**config.mk**
```make
export PLATFORM = sky130hd
export DESIGN_NAME = mem_port_arbiter_flat
export DESIGN_NICKNAME = d
export VERILOG_FILES = /design/src/rtl/mem_port_arbiter_pkg.sv /design/src/rtl/mem_port_arbiter_if.sv /design/src/rtl/mem_port_arbiter_byte_lane_unit.sv /design/src/rtl/mem_port_arbiter.sv /design/src/flat_wrapper.sv
export SDC_FILE = /design/constraint.sdc
export NUM_CORES = 1
export LEC_CHECK = 0
export CELL_PAD_IN_SITES_DETAIL_PLACEMENT = 1
export CELL_PAD_IN_SITES_GLOBAL_PLACEMENT = 2
export CORE_MARGIN = 2
export CORE_UTILIZATION = 23
export CTS_BUF_LIST = sky130_fd_sc_hd__clkbuf_4 sky130_fd_sc_hd__clkbuf_8
export DETAILED_ROUTE_END_ITERATION = 8
export HOLD_SLACK_MARGIN = 0.06
export PLACE_DENSITY = 0.8
export SYNTH_ARGS = -nofsm -noshare
export SYNTH_HDL_FRONTEND = slang
export SYNTH_SLANG_ARGS = --single-unit
```
**constraint.sdc**
```tcl
create_clock -name clk -period 2.4 [get_ports clk]
set_input_delay 0.48 -clock clk [delete_from_list [all_inputs] [get_ports clk]]
set_output_delay 0.48 -clock clk [all_outputs]
set_load 0.1 [all_outputs]
```
**src/rtl/mem_port_arbiter_pkg.sv**
```systemverilog
// Shared types and constants for the rv32 memory port arbiter.
package mem_port_arbiter_pkg;

    // Arbiter ownership of the shared memory port
    typedef enum logic [1:0] {
        StIdle,
        StData,
        StFetch
    } arb_state_t;

    localparam logic [3:0] SEL_WORD = 4'b1111;
    localparam logic [3:0] SEL_LANE0 = 4'b0001;

    // Store data for a byte access is replicated onto all four lanes
    function automatic logic [31:0] byte_replicate(input logic [7:0] b);
        return {4{b}};
    endfunction

    function automatic logic [31:0] sign_extend_byte(input logic [7:0] b);
        return {{24{b[7]}}, b};
    endfunction

endpackage

```
**src/rtl/mem_port_arbiter_if.sv**
```systemverilog
// Requester and memory-bus signal bundle for mem_port_arbiter.
// master: the arbiter's view; slave: the core/memory environment's view.
interface mem_port_arbiter_if #(
    parameter int unsigned ADDR_W = 32
);
    // Instruction fetch requester
    logic              if_req;
    logic [ADDR_W-1:0] if_addr;
    logic [31:0]       if_rdata;
    logic              if_ack;
    // Load/store requester
    logic              d_read;
    logic              d_write;
    logic              d_byte;
    logic [ADDR_W-1:0] d_addr;
    logic [31:0]       d_wdata;
    logic [31:0]       d_rdata;
    logic              d_ack;
    logic              stall;
    // Memory bus
    logic [ADDR_W-1:0] bus_addr;
    logic              bus_ren;
    logic              bus_wen;
    logic [3:0]        bus_sel;
    logic [31:0]       bus_wdata;
    logic [31:0]       bus_rdata;
    logic              bus_done;
    logic              bus_err;

    modport master (
        input  if_req, if_addr, d_read, d_write, d_byte, d_addr, d_wdata, bus_rdata, bus_done,
        output if_rdata, if_ack, d_rdata, d_ack, stall,
        output bus_addr, bus_ren, bus_wen, bus_sel, bus_wdata, bus_err
    );

    modport slave (
        output if_req, if_addr, d_read, d_write, d_byte, d_addr, d_wdata, bus_rdata, bus_done,
        input  if_rdata, if_ack, d_rdata, d_ack, stall,
        input  bus_addr, bus_ren, bus_wen, bus_sel, bus_wdata, bus_err
    );

endinterface

```
**src/rtl/mem_port_arbiter_byte_lane_unit.sv**
```systemverilog
// Byte-lane steering: byte enables and store replication on the way out,
// load byte extraction with sign extension on the way back.
module byte_lane_unit
    import mem_port_arbiter_pkg::*;
(
    input  logic [1:0]  lane,
    input  logic        is_byte,
    input  logic [31:0] wdata_in,
    input  logic [31:0] rdata_in,
    output logic [3:0]  sel,
    output logic [31:0] wdata_out,
    output logic [31:0] rdata_out
);

    logic [7:0] rd_byte;

    // Select the addressed read byte
    always_comb begin
        rd_byte = rdata_in[7:0];
        unique case (lane)
            2'd0: rd_byte = rdata_in[7:0];
            2'd1: rd_byte = rdata_in[15:8];
            2'd2: rd_byte = rdata_in[23:16];
            2'd3: rd_byte = rdata_in[31:24];
            default: rd_byte = rdata_in[7:0];
        endcase
    end

    // Word accesses pass straight through; byte accesses use one lane
    always_comb begin
        sel       = SEL_WORD;
        wdata_out = wdata_in;
        rdata_out = rdata_in;
        if (is_byte) begin
            sel       = SEL_LANE0 << lane;
            wdata_out = byte_replicate(wdata_in[7:0]);
            rdata_out = sign_extend_byte(rd_byte);
        end
    end

endmodule

```
**src/rtl/mem_port_arbiter.sv**
```systemverilog
// Shares the rv32 core's single memory port between instruction fetch and
// load/store. Data has fixed priority; each access is one registered bus
// transaction ending in a one-cycle ack to its owner.
// Optional abort-on-timeout: define ARB_TIMEOUT_EN.
module mem_port_arbiter
    import mem_port_arbiter_pkg::*;
#(
    parameter int unsigned ADDR_W         = 32,
    parameter int unsigned TIMEOUT_CYCLES = 64
) (
    input logic              clk,
    input logic              rst,
    mem_port_arbiter_if.master mp
);

    // A zero timeout would abort every transaction before it could complete
    if (TIMEOUT_CYCLES == 0) begin : g_bad_timeout
        $error("TIMEOUT_CYCLES must be nonzero");
    end

    arb_state_t        state_q, state_d;
    logic [ADDR_W-1:0] bus_addr_q, bus_addr_d;
    logic              bus_ren_q, bus_ren_d;
    logic              bus_wen_q, bus_wen_d;
    logic [3:0]        bus_sel_q, bus_sel_d;
    logic [31:0]       bus_wdata_q, bus_wdata_d;
    logic [31:0]       if_rdata_q, if_rdata_d;
    logic [31:0]       d_rdata_q, d_rdata_d;
    logic              if_ack_q, if_ack_d;
    logic              d_ack_q, d_ack_d;
    logic              byte_q, byte_d;
    logic [1:0]        lane_q, lane_d;
    logic              err_q, err_d;

    logic              d_req;
    logic              i_req;
    logic              timeout;
    logic [1:0]        lane_mux;
    logic              byte_mux;
    logic [3:0]        lane_sel;
    logic [31:0]       lane_wdata;
    logic [31:0]       lane_rdata;
    logic              unused_if_addr_lo;

    assign unused_if_addr_lo = ^mp.if_addr[1:0];

    // A requester acked this cycle is masked so its held request is not re-granted
    assign d_req = (mp.d_read | mp.d_write) & ~d_ack_q;
    assign i_req = mp.if_req & ~if_ack_q;

    // In IDLE the lane unit encodes the incoming request; otherwise it decodes the return
    assign lane_mux = (state_q == StIdle) ? mp.d_addr[1:0] : lane_q;
    assign byte_mux = (state_q == StIdle) ? mp.d_byte : byte_q;

    byte_lane_unit u_byte_lane (
        .lane      (lane_mux),
        .is_byte   (byte_mux),
        .wdata_in  (mp.d_wdata),
        .rdata_in  (mp.bus_rdata),
        .sel       (lane_sel),
        .wdata_out (lane_wdata),
        .rdata_out (lane_rdata)
    );

`ifdef ARB_TIMEOUT_EN
    localparam int unsigned CNT_W = $clog2(TIMEOUT_CYCLES + 1);

    logic [CNT_W-1:0] cnt_q, cnt_d;

    // Expires on the TIMEOUT_CYCLES-th strobe cycle without bus_done
    assign timeout = (state_q != StIdle) && (cnt_q == CNT_W'(TIMEOUT_CYCLES - 1));

    // Restart at each grant, count while a transaction is outstanding
    always_comb begin
        cnt_d = cnt_q;
        if (state_q == StIdle) begin
            cnt_d = '0;
        end else if (!mp.bus_done && !timeout) begin
            cnt_d = cnt_q + 1'b1;
        end
    end

    // Timeout counter register
    always_ff @(posedge clk) begin
        if (rst) begin
            cnt_q <= '0;
        end else begin
            cnt_q <= cnt_d;
        end
    end
`else
    assign timeout = 1'b0;
`endif

    // Grant, bus sequencing and completion
    always_comb begin
        state_d     = state_q;
        bus_addr_d  = bus_addr_q;
        bus_ren_d   = bus_ren_q;
        bus_wen_d   = bus_wen_q;
        bus_sel_d   = bus_sel_q;
        bus_wdata_d = bus_wdata_q;
        if_rdata_d  = if_rdata_q;
        d_rdata_d   = d_rdata_q;
        if_ack_d    = 1'b0;
        d_ack_d     = 1'b0;
        byte_d      = byte_q;
        lane_d      = lane_q;
        err_d       = err_q;

        case (state_q)
            StIdle: begin
                if (d_req) begin
                    state_d     = StData;
                    bus_addr_d  = {mp.d_addr[ADDR_W-1:2], 2'b00};
                    // Read and write together resolves to a write
                    bus_ren_d   = ~mp.d_write;
                    bus_wen_d   = mp.d_write;
                    bus_sel_d   = lane_sel;
                    bus_wdata_d = lane_wdata;
                    byte_d      = mp.d_byte;
                    lane_d      = mp.d_addr[1:0];
                end else if (i_req) begin
                    state_d     = StFetch;
                    bus_addr_d  = {mp.if_addr[ADDR_W-1:2], 2'b00};
                    bus_ren_d   = 1'b1;
                    bus_wen_d   = 1'b0;
                    bus_sel_d   = SEL_WORD;
                    byte_d      = 1'b0;
                    lane_d      = 2'd0;
                end
            end
            StData, StFetch: begin
                if (mp.bus_done || timeout) begin
                    state_d   = StIdle;
                    bus_ren_d = 1'b0;
                    bus_wen_d = 1'b0;
                    if (state_q == StData) begin
                        d_ack_d = 1'b1;
                        if (!mp.bus_done) begin
                            d_rdata_d = '0;
                        end else if (!bus_wen_q) begin
                            d_rdata_d = lane_rdata;
                        end
                    end else begin
                        if_ack_d   = 1'b1;
                        if_rdata_d = mp.bus_done ? mp.bus_rdata : 32'h0;
                    end
                    if (!mp.bus_done) begin
                        err_d = 1'b1;
                    end
                end
            end
            default: state_d = StIdle;
        endcase
    end

    // State and output registers
    always_ff @(posedge clk) begin
        if (rst) begin
            state_q     <= StIdle;
            bus_addr_q  <= '0;
            bus_ren_q   <= 1'b0;
            bus_wen_q   <= 1'b0;
            bus_sel_q   <= '0;
            bus_wdata_q <= '0;
            if_rdata_q  <= '0;
            d_rdata_q   <= '0;
            if_ack_q    <= 1'b0;
            d_ack_q     <= 1'b0;
            byte_q      <= 1'b0;
            lane_q      <= '0;
            err_q       <= 1'b0;
        end else begin
            state_q     <= state_d;
            bus_addr_q  <= bus_addr_d;
            bus_ren_q   <= bus_ren_d;
            bus_wen_q   <= bus_wen_d;
            bus_sel_q   <= bus_sel_d;
            bus_wdata_q <= bus_wdata_d;
            if_rdata_q  <= if_rdata_d;
            d_rdata_q   <= d_rdata_d;
            if_ack_q    <= if_ack_d;
            d_ack_q     <= d_ack_d;
            byte_q      <= byte_d;
            lane_q      <= lane_d;
            err_q       <= err_d;
        end
    end

    assign mp.bus_addr  = bus_addr_q;
    assign mp.bus_ren   = bus_ren_q;
    assign mp.bus_wen   = bus_wen_q;
    assign mp.bus_sel   = bus_sel_q;
    assign mp.bus_wdata = bus_wdata_q;
    assign mp.if_rdata  = if_rdata_q;
    assign mp.d_rdata   = d_rdata_q;
    assign mp.if_ack    = if_ack_q;
    assign mp.d_ack     = d_ack_q;
    assign mp.bus_err   = err_q;
    assign mp.stall     = (state_q != StIdle) | d_req | i_req;

endmodule

```
**src/flat_wrapper.sv**
```systemverilog
// flat-port wrapper written by rule: the top's interface ports become plain ports
module mem_port_arbiter_flat import mem_port_arbiter_pkg::*;
#(
    parameter int unsigned ADDR_W         = 32,
    parameter int unsigned TIMEOUT_CYCLES = 64
)
  (clk, rst, mp_if_req, mp_if_addr, mp_d_read, mp_d_write, mp_d_byte, mp_d_addr, mp_d_wdata, mp_bus_rdata, mp_bus_done, mp_if_rdata, mp_if_ack, mp_d_rdata, mp_d_ack, mp_stall, mp_bus_addr, mp_bus_ren, mp_bus_wen, mp_bus_sel, mp_bus_wdata, mp_bus_err);
  mem_port_arbiter_if #(.ADDR_W(ADDR_W)) mp_i ();
  input logic clk;
  input logic rst;
  input wire logic [$bits(mp_i.if_req)-1:0] mp_if_req;
  input wire logic [$bits(mp_i.if_addr)-1:0] mp_if_addr;
  input wire logic [$bits(mp_i.d_read)-1:0] mp_d_read;
  input wire logic [$bits(mp_i.d_write)-1:0] mp_d_write;
  input wire logic [$bits(mp_i.d_byte)-1:0] mp_d_byte;
  input wire logic [$bits(mp_i.d_addr)-1:0] mp_d_addr;
  input wire logic [$bits(mp_i.d_wdata)-1:0] mp_d_wdata;
  input wire logic [$bits(mp_i.bus_rdata)-1:0] mp_bus_rdata;
  input wire logic [$bits(mp_i.bus_done)-1:0] mp_bus_done;
  output wire logic [$bits(mp_i.if_rdata)-1:0] mp_if_rdata;
  output wire logic [$bits(mp_i.if_ack)-1:0] mp_if_ack;
  output wire logic [$bits(mp_i.d_rdata)-1:0] mp_d_rdata;
  output wire logic [$bits(mp_i.d_ack)-1:0] mp_d_ack;
  output wire logic [$bits(mp_i.stall)-1:0] mp_stall;
  output wire logic [$bits(mp_i.bus_addr)-1:0] mp_bus_addr;
  output wire logic [$bits(mp_i.bus_ren)-1:0] mp_bus_ren;
  output wire logic [$bits(mp_i.bus_wen)-1:0] mp_bus_wen;
  output wire logic [$bits(mp_i.bus_sel)-1:0] mp_bus_sel;
  output wire logic [$bits(mp_i.bus_wdata)-1:0] mp_bus_wdata;
  output wire logic [$bits(mp_i.bus_err)-1:0] mp_bus_err;
  assign mp_i.if_req = mp_if_req;
  assign mp_i.if_addr = mp_if_addr;
  assign mp_i.d_read = mp_d_read;
  assign mp_i.d_write = mp_d_write;
  assign mp_i.d_byte = mp_d_byte;
  assign mp_i.d_addr = mp_d_addr;
  assign mp_i.d_wdata = mp_d_wdata;
  assign mp_i.bus_rdata = mp_bus_rdata;
  assign mp_i.bus_done = mp_bus_done;
  assign mp_if_rdata = mp_i.if_rdata;
  assign mp_if_ack = mp_i.if_ack;
  assign mp_d_rdata = mp_i.d_rdata;
  assign mp_d_ack = mp_i.d_ack;
  assign mp_stall = mp_i.stall;
  assign mp_bus_addr = mp_i.bus_addr;
  assign mp_bus_ren = mp_i.bus_ren;
  assign mp_bus_wen = mp_i.bus_wen;
  assign mp_bus_sel = mp_i.bus_sel;
  assign mp_bus_wdata = mp_i.bus_wdata;
  assign mp_bus_err = mp_i.bus_err;
  mem_port_arbiter #(.ADDR_W(ADDR_W), .TIMEOUT_CYCLES(TIMEOUT_CYCLES)) u_core (.clk(clk), .rst(rst), .mp(mp_i));
endmodule
```
==> reports/metrics.cfg <==
[place]
place_inst=1325
dpl.hpwl_um=17200
gp_congestion=0.734
place_area_um2=8940
io_buffer_count=267

[worst_setup_path]
crit_arrival_ns=2.55
path_max_fanout=25
crit_path_cell_trace=inv_1 -> ha_2 -> buf_4 -> nor2_1 -> a221o_1 -> buf_12 -> a2111oi_0 -> nor4_1
cpPeakStageDelay_ns=0.47
end_kind=register
critPathLaunch=u_core.state_q[1]
path_delay_family=compound AO/OA/AOI/OAI gates
r2r-start=u_core.state_q[1]
regToRegSetupSlack_ns=0.16
rr_endpoint=u_core.mp.d_rdata[9]
crit_buf_inv=3
crit_type=reg2reg
required_ns=2.71
critPathLaunchType=register
ff2ff_path_depth=8
crit_slowest_cell=a2111oi_0

[finish]
fillers=3067
ff_latch_area_um2=2780
layout_common_cells=nand2_1, buf_4, dfxtp_1, clkdlybuf4s50_1, nor2_1
stdcell_area_um2=9400
fin_util_pct=36.0
mostFrequentLayoutCell=nand2_1
fin_cells=1358
area_growth_pct=53.2
multi_input_area_um2=3070
drive_gt1_share_pct=20.9
nNetsFinal=1148

[job]
max_cap_viol_count=0

[floorplanning]
die_h_um=167
ios=273
dieArea_um2=28000
die_x_um=167
row_count=59
start_util_pct=23.5
core_um2=26100

[timing]
tns_ns=0
min_period_ns=2.24
rsz0062_at_grt=no
layout_worst_path_cycle_share_pct=93.3
hold_violations=0
fmax_mhz=446
worst_slew_pin_slew_ns=0.768
drv_slew=0
setup_viol=0
slew_headroom_pct=48.8
fin_skew_ns=0.0137

[run_status]
status=finished with violations
violations=design-rule violations

[routing]
drt_pass1_iterations=6
via_per_inst=4.80
wire_per_inst_um=17.9
vias=6512
drt-total-wl_um=24300
ant_nets=0
drc=18
initialDrtViolationCount=337

[power]
power_switching_w=0.00420
powerDensity_nw_per_um2=955
p_comb_share_pct=44.3
p_clk_share_pct=25.2
p_leak_nw=3.70
vdd_drop_max_mv=0.415
switching_share_pct=46.8
internal_power_w=0.00478
seqPwrFrac_pct=30.6

[global_routing]
grt_pass1_wl_um=37400
grtUsageTotal_pct=16.9
grt_pass1_vias=6481
grt_overflow_total=0
antenna_found_initial=1
grt_max_degree=67

[hold_path]
hold_start=u_core.mp.if_rdata[4]
hold_depth=2
hold_path_end=u_core.mp.if_rdata[4]
hold_path_class=reg2reg

[yosys]
ys_seq_area_share_pct=45.3
synth.ff_latch_count=139
syn_avg_cell_area_um2=8.00
ys_warn_count=0
postSynthCellCount=767
syn-cell-area_um2=6140
synth_cell_types=51

[clock_network]
cts_sinks=139
cts_root_buffer=clkbuf_8
cts_tree=built
clkTransAtPathRegs_ns=0.09
clk_latency_ns=0.45
h-tree-depth=4
clockBufferDepth=2
cts-buffers-inserted=17

-- Yosys cell counts, drive strengths merged --
cell type	n	area [um2]
nand2	174	653
dfxtp	139	2780
nor2	96	363
a21oi	50	250
clkbuf	48	181
a311oi	31	272
nor3	29	150
a2111oi	27	277
a211oi	27	203
and2	25	156
nor4	25	156
buf	22	146
o21ai	15	75.1
o22ai	8	50.1
mux2	7	78.8
inv	5	18.8
ha	4	50.1
mux2i	4	52.6
a22oi	3	22.5
a31oi	3	18.8
nor2b	3	18.8
nand2b	2	12.5
nor3b	2	15.0
or2	2	12.5
a21o	1	7.51
a221o	1	10.0
and3	1	6.26
and3b	1	8.76
conb	1	3.75
nand3	1	5.00
nand3b	1	7.51
nand4	1	6.26
nand4b	1	8.76
nor4b	1	8.76
nor4bb	1	10.0
o211ai	1	7.51
o21ba	1	10.0
o21bai	1	7.51
o31ai	1	7.51
or4	1	7.51
-- power groups by stage --
| stage | Sequential (W) | Combinational, W | Clock (W) |
|---|---|---|---|
| detailed placement | 0.00280 | 0.00400 | 0 |
| CTS | 0.00275 | 0.00400 | 0.00235 |
| global placement | 0.00279 | 0.00397 | 0 |
| finish | 0.00274 | 0.00397 | 0.00226 |
| global route | 0.00278 | 0.00417 | 0.00243 |
| floorplan | 0.00471 | 0.000975 | 0 |
-- through the flow --
| stage | power (W) | hold slack, ns | worst slack [ns] |
|---|---|---|---|
| after floorplan | 0.00568 | 0.513 | 0.0544 |
| after global placement | 0.00677 | 0.440 | 0.105 |
| after detailed placement | 0.00680 | 0.448 | 0.0486 |
| after CTS | 0.00910 | 0.462 | 0.0596 |
| after global routing | 0.00939 | 0.481 | 0.00348 |
| final | 0.00898 | 0.462 | 0.160 |
-- registers in the layout, summed over array words and instances, names as in the netlist --
register and flops:
u_core.mp.bus_wen 1, u_core.mp.bus_ren 1, u_core.mp.bus_wdata 32, u_core.mp.bus_addr 30, u_core.mp.if_ack 1, u_core.lane_q 2, u_core.mp.d_ack 1, u_core.byte_q 1
u_core.state_q 2, u_core.mp.bus_sel 4, u_core.mp.if_rdata 32, u_core.mp.d_rdata 32
-- worst register-to-register path, delay by kind of cell (launching register included) --
kind                     cells  cell delay (ns)
AO/OA/AOI/OAI                2             0.78
buffers and inverters        3             0.54
flip-flops                   1             0.32
adder cells (fa/ha/maj)      1             0.32
AND/OR/NAND/NOR              2             0.15
-- how the worst max path moves through the flow --
| stage | to | slack, ns | cells past startpoint |
|---|---|---|---|
| 2_1_floorplan | mp_stall | 0.05 | 4 |
| 3_3_place_gp | u_core.mp.d_rdata[24] | 0.11 | 6 |
| 3_5_place_dp | u_core.mp.d_rdata[9] | 0.05 | 6 |
| 4_1_cts | u_core.mp.bus_wdata[31] | 0.06 | 8 |
| 5_1_grt | u_core.mp.d_rdata[9] | 0.003 | 8 |
| 6_report | u_core.mp.d_rdata[9] | 0.16 | 8 |
-- repair_timing --
item,in CTS,in global routing
buffers inserted,0,0
gates resized for setup,0,3
setup endpoints to repair,0,51
hold buffers,0,0
-- kinds of logic (layout without fill, tap and decap cells) --
kind of cell	count (synthesis)	in the layout	synth area share [%]
compound gates	170	170	19.8
fa+ha+maj	4	4	0.815
buf+inv	75	328	5.65
flops	139	139	45.3
mux	11	11	2.14
other cells	1	4	0.0611
simple gates	367	367	26.2
-- metal layers --
metal / GRT usage, % / wire, um / part of all wire, %
met1: 22.0 / 11100 / 46
met2: 27.6 / 11300 / 47
met3: 4.51 / 1520 / 6.3
met4: 4.88 / 336 / 1.4
met5: 0 / 0 / 0
-- area by class of cell --
cell class | instances | area share [%]
sequential | 139 | 29.6
inverter | 5 | 0.200
multi-input combinational | 555 | 32.7
clock buffer | 18 | 2.63
tap | 335 | 4.46
antenna | 1 | 0.0266
timing repair buffer | 291 | 28.2
clock inverter | 14 | 2.20
Note: power is estimated with default switching activity, not from simulation.
